[src/rtl/mem_copy_engine_pkg.sv]
// Shared definitions for the memory copy/fill engine: default bus widths,
// maximum transfer length and the controller state encoding.
package mem_copy_engine_pkg;

  localparam int DEF_ADDR_W = 9;
  localparam int DEF_DATA_W = 16;
  localparam int MAX_LEN    = 512;

  typedef enum logic [2:0] {
    ST_IDLE  = 3'd0,
    ST_READ  = 3'd1,
    ST_WRITE = 3'd2,
    ST_FILL  = 3'd3,
    ST_DONE  = 3'd4
  } state_t;

endpackage

[src/rtl/mem_copy_engine_if.sv]
// Control and RAM-port bundle of the copy engine. The master side is the
// engine itself; the slave side is the CPU control plus the RAM responder.
interface mem_copy_engine_if
  import mem_copy_engine_pkg::*;
#(
  parameter int ADDR_W = DEF_ADDR_W,
  parameter int DATA_W = DEF_DATA_W
);

  logic              start;
  logic              mode;
  logic [ADDR_W-1:0] src;
  logic [ADDR_W-1:0] dst;
  logic [ADDR_W:0]   len;
  logic [DATA_W-1:0] fill_val;
  logic [DATA_W-1:0] mem_rdata;
  logic [ADDR_W-1:0] mem_addr;
  logic [DATA_W-1:0] mem_data;
  logic              mem_load;
  logic              busy;
  logic              done;
  logic [ADDR_W:0]   count;

  modport master (
    input  start, mode, src, dst, len, fill_val, mem_rdata,
    output mem_addr, mem_data, mem_load, busy, done, count
  );

  modport slave (
    output start, mode, src, dst, len, fill_val, mem_rdata,
    input  mem_addr, mem_data, mem_load, busy, done, count
  );

endinterface

[src/rtl/mem_copy_engine_ptr_step.sv]
// ptr_step unit: wrap-around increment (dir=0) or decrement (dir=1) of a
// word address. Natural ADDR_W-bit overflow gives the modulo-512 behaviour.
module mem_copy_engine_ptr_step #(
  parameter int ADDR_W = 9
) (
  input  logic [ADDR_W-1:0] ptr,
  input  logic              dir,
  output logic [ADDR_W-1:0] nxt
);

  // Single adder/subtractor selected by direction.
  always_comb begin
    nxt = dir ? (ptr - ADDR_W'(1)) : (ptr + ADDR_W'(1));
  end

endmodule

[src/rtl/mem_copy_engine.sv]
// Block copy (memmove ordering) / block fill bus master for the main RAM.
// Copy alternates READ and WRITE cycles through a one-word holding register;
// fill writes one word per cycle. Bus outputs depend only on registered state.
module mem_copy_engine
  import mem_copy_engine_pkg::*;
#(
  parameter int ADDR_W = DEF_ADDR_W,
  parameter int DATA_W = DEF_DATA_W
) (
  input  logic              clk,
  input  logic              rst_n,
  mem_copy_engine_if.master bus
);

  localparam logic [ADDR_W:0] LEN_MAX = {1'b1, {ADDR_W{1'b0}}};

  // Saturate the requested word count to the RAM size.
  function automatic logic [ADDR_W:0] clamp_len(input logic [ADDR_W:0] l);
    return (l > LEN_MAX) ? LEN_MAX : l;
  endfunction

  state_t            state, state_nxt;
  logic              desc_q;
  logic [ADDR_W:0]   len_q;
  logic [ADDR_W:0]   count_q;
  logic [ADDR_W:0]   count_inc;
  logic [DATA_W-1:0] fill_q;
  logic [DATA_W-1:0] data_reg;
  logic [ADDR_W-1:0] src_ptr, dst_ptr;
  logic [ADDR_W-1:0] src_step, dst_step;
  logic [ADDR_W:0]   len_c;
  logic              desc_c;
  logic [ADDR_W-1:0] src_init, dst_init;
  logic              accept;
  logic              last;

  assign accept    = (state == ST_IDLE) && bus.start;
  assign len_c     = clamp_len(bus.len);
  // Copy runs backwards only when the destination lies above the source,
  // so an overlapping tail is read before it is overwritten.
  assign desc_c    = !bus.mode && (bus.dst > bus.src);
  assign src_init  = desc_c ? (bus.src + len_c[ADDR_W-1:0] - ADDR_W'(1)) : bus.src;
  assign dst_init  = desc_c ? (bus.dst + len_c[ADDR_W-1:0] - ADDR_W'(1)) : bus.dst;
  assign count_inc = count_q + (ADDR_W+1)'(1);
  assign last      = (count_inc == len_q);

  mem_copy_engine_ptr_step #(.ADDR_W(ADDR_W)) u_src_step (
    .ptr (src_ptr),
    .dir (desc_q),
    .nxt (src_step)
  );

  mem_copy_engine_ptr_step #(.ADDR_W(ADDR_W)) u_dst_step (
    .ptr (dst_ptr),
    .dir (desc_q),
    .nxt (dst_step)
  );

  // Controller state and word counter; the only registers needing reset.
  always_ff @(posedge clk or negedge rst_n) begin
    if (!rst_n) begin
      state   <= ST_IDLE;
      count_q <= '0;
    end else begin
      state <= state_nxt;
      if (accept) begin
        count_q <= '0;
      end else if (state == ST_WRITE || state == ST_FILL) begin
        count_q <= count_inc;
      end
    end
  end

  // Operand latches, pointers and the copy holding register.
  always_ff @(posedge clk) begin
    if (accept) begin
      desc_q  <= desc_c;
      len_q   <= len_c;
      fill_q  <= bus.fill_val;
      src_ptr <= src_init;
      dst_ptr <= dst_init;
    end
    if (state == ST_READ) begin
      data_reg <= bus.mem_rdata;
    end
    if (state == ST_WRITE) begin
      src_ptr <= src_step;
      dst_ptr <= dst_step;
    end
    if (state == ST_FILL) begin
      dst_ptr <= dst_step;
    end
  end

  // Next-state decode.
  always_comb begin
    state_nxt = state;
    unique case (state)
      ST_IDLE: begin
        if (bus.start) begin
          if (len_c == '0)   state_nxt = ST_DONE;
          else if (bus.mode) state_nxt = ST_FILL;
          else               state_nxt = ST_READ;
        end
      end
      ST_READ:  state_nxt = ST_WRITE;
      ST_WRITE: state_nxt = last ? ST_DONE : ST_READ;
      ST_FILL:  state_nxt = last ? ST_DONE : ST_FILL;
      ST_DONE:  state_nxt = ST_IDLE;
      default:  state_nxt = ST_IDLE;
    endcase
  end

  // Bus and status outputs, decoded from registered state only.
  always_comb begin
    bus.mem_addr = '0;
    bus.mem_data = '0;
    bus.mem_load = 1'b0;
    bus.busy     = 1'b0;
    bus.done     = 1'b0;
    unique case (state)
      ST_READ: begin
        bus.mem_addr = src_ptr;
        bus.busy     = 1'b1;
      end
      ST_WRITE: begin
        bus.mem_addr = dst_ptr;
        bus.mem_data = data_reg;
        bus.mem_load = 1'b1;
        bus.busy     = 1'b1;
      end
      ST_FILL: begin
        bus.mem_addr = dst_ptr;
        bus.mem_data = fill_q;
        bus.mem_load = 1'b1;
        bus.busy     = 1'b1;
      end
      ST_DONE: begin
        bus.done = 1'b1;
      end
      default: ;
    endcase
  end

  assign bus.count = count_q;

endmodule
[src/flat_wrapper.sv]
// flat-port wrapper written by rule: the top's interface ports become plain ports
module mem_copy_engine_flat import mem_copy_engine_pkg::*;
#(
  parameter int ADDR_W = DEF_ADDR_W,
  parameter int DATA_W = DEF_DATA_W
)
  (clk, rst_n, bus_start, bus_mode, bus_src, bus_dst, bus_len, bus_fill_val, bus_mem_rdata, bus_mem_addr, bus_mem_data, bus_mem_load, bus_busy, bus_done, bus_count);
  mem_copy_engine_if #(.ADDR_W(ADDR_W), .DATA_W(DATA_W)) bus_i ();
  input  logic clk;
  input  logic rst_n;
  input wire logic [$bits(bus_i.start)-1:0] bus_start;
  input wire logic [$bits(bus_i.mode)-1:0] bus_mode;
  input wire logic [$bits(bus_i.src)-1:0] bus_src;
  input wire logic [$bits(bus_i.dst)-1:0] bus_dst;
  input wire logic [$bits(bus_i.len)-1:0] bus_len;
  input wire logic [$bits(bus_i.fill_val)-1:0] bus_fill_val;
  input wire logic [$bits(bus_i.mem_rdata)-1:0] bus_mem_rdata;
  output wire logic [$bits(bus_i.mem_addr)-1:0] bus_mem_addr;
  output wire logic [$bits(bus_i.mem_data)-1:0] bus_mem_data;
  output wire logic [$bits(bus_i.mem_load)-1:0] bus_mem_load;
  output wire logic [$bits(bus_i.busy)-1:0] bus_busy;
  output wire logic [$bits(bus_i.done)-1:0] bus_done;
  output wire logic [$bits(bus_i.count)-1:0] bus_count;
  assign bus_i.start = bus_start;
  assign bus_i.mode = bus_mode;
  assign bus_i.src = bus_src;
  assign bus_i.dst = bus_dst;
  assign bus_i.len = bus_len;
  assign bus_i.fill_val = bus_fill_val;
  assign bus_i.mem_rdata = bus_mem_rdata;
  assign bus_mem_addr = bus_i.mem_addr;
  assign bus_mem_data = bus_i.mem_data;
  assign bus_mem_load = bus_i.mem_load;
  assign bus_busy = bus_i.busy;
  assign bus_done = bus_i.done;
  assign bus_count = bus_i.count;
  mem_copy_engine #(.ADDR_W(ADDR_W), .DATA_W(DATA_W)) u_core (.clk(clk), .rst_n(rst_n), .bus(bus_i));
endmodule
[config.mk]
export PLATFORM = sky130hd
export DESIGN_NAME = mem_copy_engine_flat
export DESIGN_NICKNAME = d
export VERILOG_FILES = /design/src/rtl/mem_copy_engine_pkg.sv /design/src/rtl/mem_copy_engine_if.sv /design/src/rtl/mem_copy_engine_ptr_step.sv /design/src/rtl/mem_copy_engine.sv /design/src/flat_wrapper.sv
export SDC_FILE = /design/constraint.sdc
export NUM_CORES = 1
export LEC_CHECK = 0
export CORE_MARGIN = 1
export CORE_UTILIZATION = 30
export CTS_CLUSTER_SIZE = 16
export DETAILED_ROUTE_END_ITERATION = 8
export PLACE_DENSITY_LB_ADDON = 0.05
export SLEW_MARGIN = 20
export SYNTH_ARGS = -nofsm -noshare
export SYNTH_HDL_FRONTEND = slang
export SYNTH_SLANG_ARGS = --single-unit
[constraint.sdc]
create_clock -name clk -period 6.7 [get_ports clk]
set_clock_uncertainty 0.2 [all_clocks]
set_input_delay 1.34 -clock clk [delete_from_list [all_inputs] [get_ports clk]]
set_output_delay 1.34 -clock clk [all_outputs]
set_load 0.01 [all_outputs]
==> Implementation_results.wiki <==
{| class="wikitable"
! Metric !! Value
|-
| Number of design rule violations left after detail routing || 0
|-
| Detailed-placement wirelength estimate || 11200 um
|-
| Number of max-capacitance violations reported || 0
|-
| Leading cell type in the layout, fill and taps excluded || clkdlybuf4s50_1
|-
| Post-synthesis net count || 675
|-
| Top-level port count || 102
|-
| Clock insertion delay at the later pin of the skew report || 0.35 ns
|-
| First-pass DRT Iterations || 4
|-
| # Post-CTS Setup Buffers || 0
|-
| Net count, final || 776
|-
| Wire length of the first global-routing pass || 22670 um
|-
| Final clock period utilization by the worst path || 65.47%
|-
| Class of the worst hold path || reg2reg
|-
| Critical Path Start Type || primary input
|-
| Routability-driven placement congestion ratio || 0.8375
|-
| Routed via count divided by cell count || 4.867
|-
| Power Density || 331.3 nW/um^2
|-
| Leakage || 2.868 nW
|-
| Gate count of the mapped netlist || 553
|-
| Setup Total Neg Slack || 0 ns
|-
| Total global routing overflow || 0
|-
| Peak fanout along the critical path || 5
|-
| Number of cells upsized or downsized after cts || 0
|-
| Diodes inserted || 0
|-
| Fraction of final layout cells sized beyond drive strength 1 || 4.856%
|-
| Violation count after the first detailed-route iteration || 218
|-
| Number of vias after detailed routing || 4302
|-
| Setup repair after global routing missed its margin || no
|-
| Initial antenna violation count || 0
|-
| Initial standard-cell utilization of the core || 30.79%
|-
| Worst Tran Pin Value || 0.9766 ns
|-
| Highest clock frequency the design can meet || 0.2280 GHz
|-
| Maximum VDD drop || 154.4 uV
|-
| Pwr Total || 2.293 mW
|-
| Crit Path Class || in2reg
|-
| Count of buffers from port buffering || 101
|-
| Min Clock Period, post-route || 4.386 ns
|-
| Worst setup EP type || register
|-
| Number of warning messages in the yosys log || 0
|-
| Final hold viol count || 0
|-
| Combined global-route utilization of all metal layers || 16.64%
|-
| Number of cell rows || 48
|-
| Remaining number of nets flagged by the antenna check after routing || 0
|-
| Die W || 135.2 um
|-
| Number of global-route vias before repair || 4232
|-
| Synth cell types || 53
|-
| Count of state elements after synthesis || 74
|-
| Post-Synthesis Mean Instance Area || 9.629 um^2
|-
| Async S/R FF share, synth || 17.57%
|-
| Layout-stage area growth over the synthesis result || 29.96%
|-
| Final Setup Violations || 0
|-
| Cts-stage hold buffer count || 0
|-
| Floorplan die area || 18290 um^2
|-
| Number of sinks on the clock net || 74
|-
| Master cell of the clock root buffer || clkbuf_16
|-
| Clock-pin slew of the registers on the worst-case setup and hold paths || 0.06 ns
|-
| Top flip-flop cell by instance count after synthesis || edfxtp_1
|-
| Wirelength, routed || 14630 um
|-
| H-tree depth || 3
|-
| Arrival time of the worst setup path || 4.38 ns
|-
| Seq/Total Area, Yosys || 40.51%
|-
| Number of synthesized flops with an enable pin || 61
|-
| Required time at the endpoint of the critical path || 6.69 ns
|-
| Run status || completed
|-
| Clock Path Buffers || 2
|-
| Area inside the core boundary || 17300 um^2
|-
| Filler instances || 1724
|-
| Cell area after synthesis || 5325 um^2
|-
| TritonCTS clock tree || yes
|-
| Die extent in y || 135.2 um
|-
| Rel. slew slack || 34.61%
|-
| Largest net degree at the start of global routing || 40
|-
| Pins over their slew limit || 0
|-
| CTS Buf Count || 9
|-
| Leading cell types in the layout, fill and taps excluded || clkdlybuf4s50_1 (101), inv_1 (70), edfxtp_1 (61)
|-
| Drt wl/cell || 16.55 um
|}
[metal layers]
metal | vias up | track usage, % | wire length [um]
li1 | 2162 | - | -
met1 | 2034 | 21.50 | 6825
met2 | 94 | 27.58 | 7037
met3 | 12 | 3.255 | 534
met4 | 0 | 5.805 | 228
met5 | - | 0 | 0
[synth_stat cells, drive strengths merged (2+ instances only)]
cell type | count | share of area, %
dfrtp | 13 | 6.1
mux2 | 2 | 0.42
edfxtp | 61 | 34
ha | 54 | 13
a2bb2oi | 2 | 0.33
nand4 | 3 | 0.63
or3 | 5 | 0.59
o21a | 7 | 0.99
or2 | 3 | 0.35
clkbuf | 8 | 0.56
o311ai | 2 | 0.33
o22ai | 3 | 0.35
o211ai | 7 | 0.99
o41ai | 3 | 0.49
o31a | 4 | 0.66
a22o | 8 | 1.3
inv | 75 | 5.3
nor2 | 52 | 3.7
a21oi | 33 | 3.1
nand2b | 13 | 1.5
fa | 4 | 1.5
o2111ai | 3 | 0.49
nand3 | 11 | 1.1
nand2 | 37 | 2.6
mux2i | 21 | 3.9
a31oi | 8 | 0.94
nor3 | 15 | 1.6
nor4 | 2 | 0.52
xnor2 | 21 | 3.5
o21ai | 28 | 2.6
nor2b | 5 | 0.59
xor2 | 13 | 2.1
a21o | 2 | 0.28
nand3b | 2 | 0.28
a211oi | 5 | 0.70
and3 | 2 | 0.23
o211a | 2 | 0.38
buf | 7 | 0.61
[report_power, final]
group / total (mW) / switching (mW) / internal (mW) / leakage [nW]
clock network: 0.529 / 0.200 / 0.329 / 0.156
logic: 1.04 / 0.531 / 0.510 / 1.97
registers: 0.723 / 0.0819 / 0.641 / 0.742
[final timing paths]
kind | startpoint | end | cells past startpoint | slack (ns)
max | bus_len[3] | u_core.src_ptr[8]$_DFFE_PP_ | 14 | 2.31
min | u_core.bus.count[9]$_DFFE_PN0P_ | u_core.bus.count[9]$_DFFE_PN0P_ | 1 | 0.32
max reg2reg | u_core.state[0]$_DFFE_PN0P_ | u_core.dst_ptr[6]$_DFFE_PP_ | 6 | 3.62
min reg2reg | u_core.bus.count[9]$_DFFE_PN0P_ | u_core.bus.count[9]$_DFFE_PN0P_ | 1 | 0.32
max in group asynchronous | rst_n | u_core.state[1]$_DFFE_PN0P_ | 1 | 4.67
min in group asynchronous | rst_n | u_core.bus.count[8]$_DFFE_PN0P_ | 1 | 1.19
[kinds of logic (layout without fill, tap and decap cells)]
logic type / Yosys count / in the layout / synth area share [%]
flops: 74 / 74 / 40.51
mux: 23 / 23 / 4.370
compound gates: 121 / 121 / 14.66
fa+ha+maj: 58 / 58 / 14.19
xor+xnor: 34 / 34 / 5.592
buf+inv: 90 / 196 / 6.461
simple gates: 153 / 153 / 14.22
[layout make-up]
class | instances | area, um^2 | area share (%)
Sequential cell | 74 | 2157 | 31.17
Tap cell | 225 | 281.5 | 4.068
Clock inverter | 7 | 98.84 | 1.428
Inverter | 75 | 281.5 | 4.068
Timing Repair Buffer | 105 | 1041 | 15.04
Multi-Input combinational cell | 389 | 2835 | 40.97
Clock buffer | 9 | 225.2 | 3.254
[worst max-delay path, cell delays in order]
cell and delay (ns):
clkdlybuf4s50_1 0.43, nor4_1 0.32, nand3_1 0.15, nand2_1 0.13, nand2_1 0.14, ha_1 0.31, inv_1 0.04, ha_1 0.35
nand3_1 0.11, o211ai_1 0.11, o41ai_1 0.34, xnor2_1 0.14, or3_1 0.31, a31oi_1 0.16
[stage by stage]
stage / setup WS, ns / hold WS (ns) / instance area [um^2] / cells / utilization (%)
6_report: 2.314 / 0.3221 / 6920 / 884 / 40.01
3_3_place_gp: 2.096 / 0.2991 / 6596 / 868 / 38.14
3_5_place_dp: 2.000 / 0.3140 / 6596 / 868 / 38.14
5_1_grt: 2.096 / 0.3631 / 6920 / 884 / 40.01
2_1_floorplan: 2.487 / 0.2634 / 5325 / 553 / -
4_1_cts: 2.353 / 0.3233 / 6920 / 884 / 40.01
(Power assumes the default switching activity.)
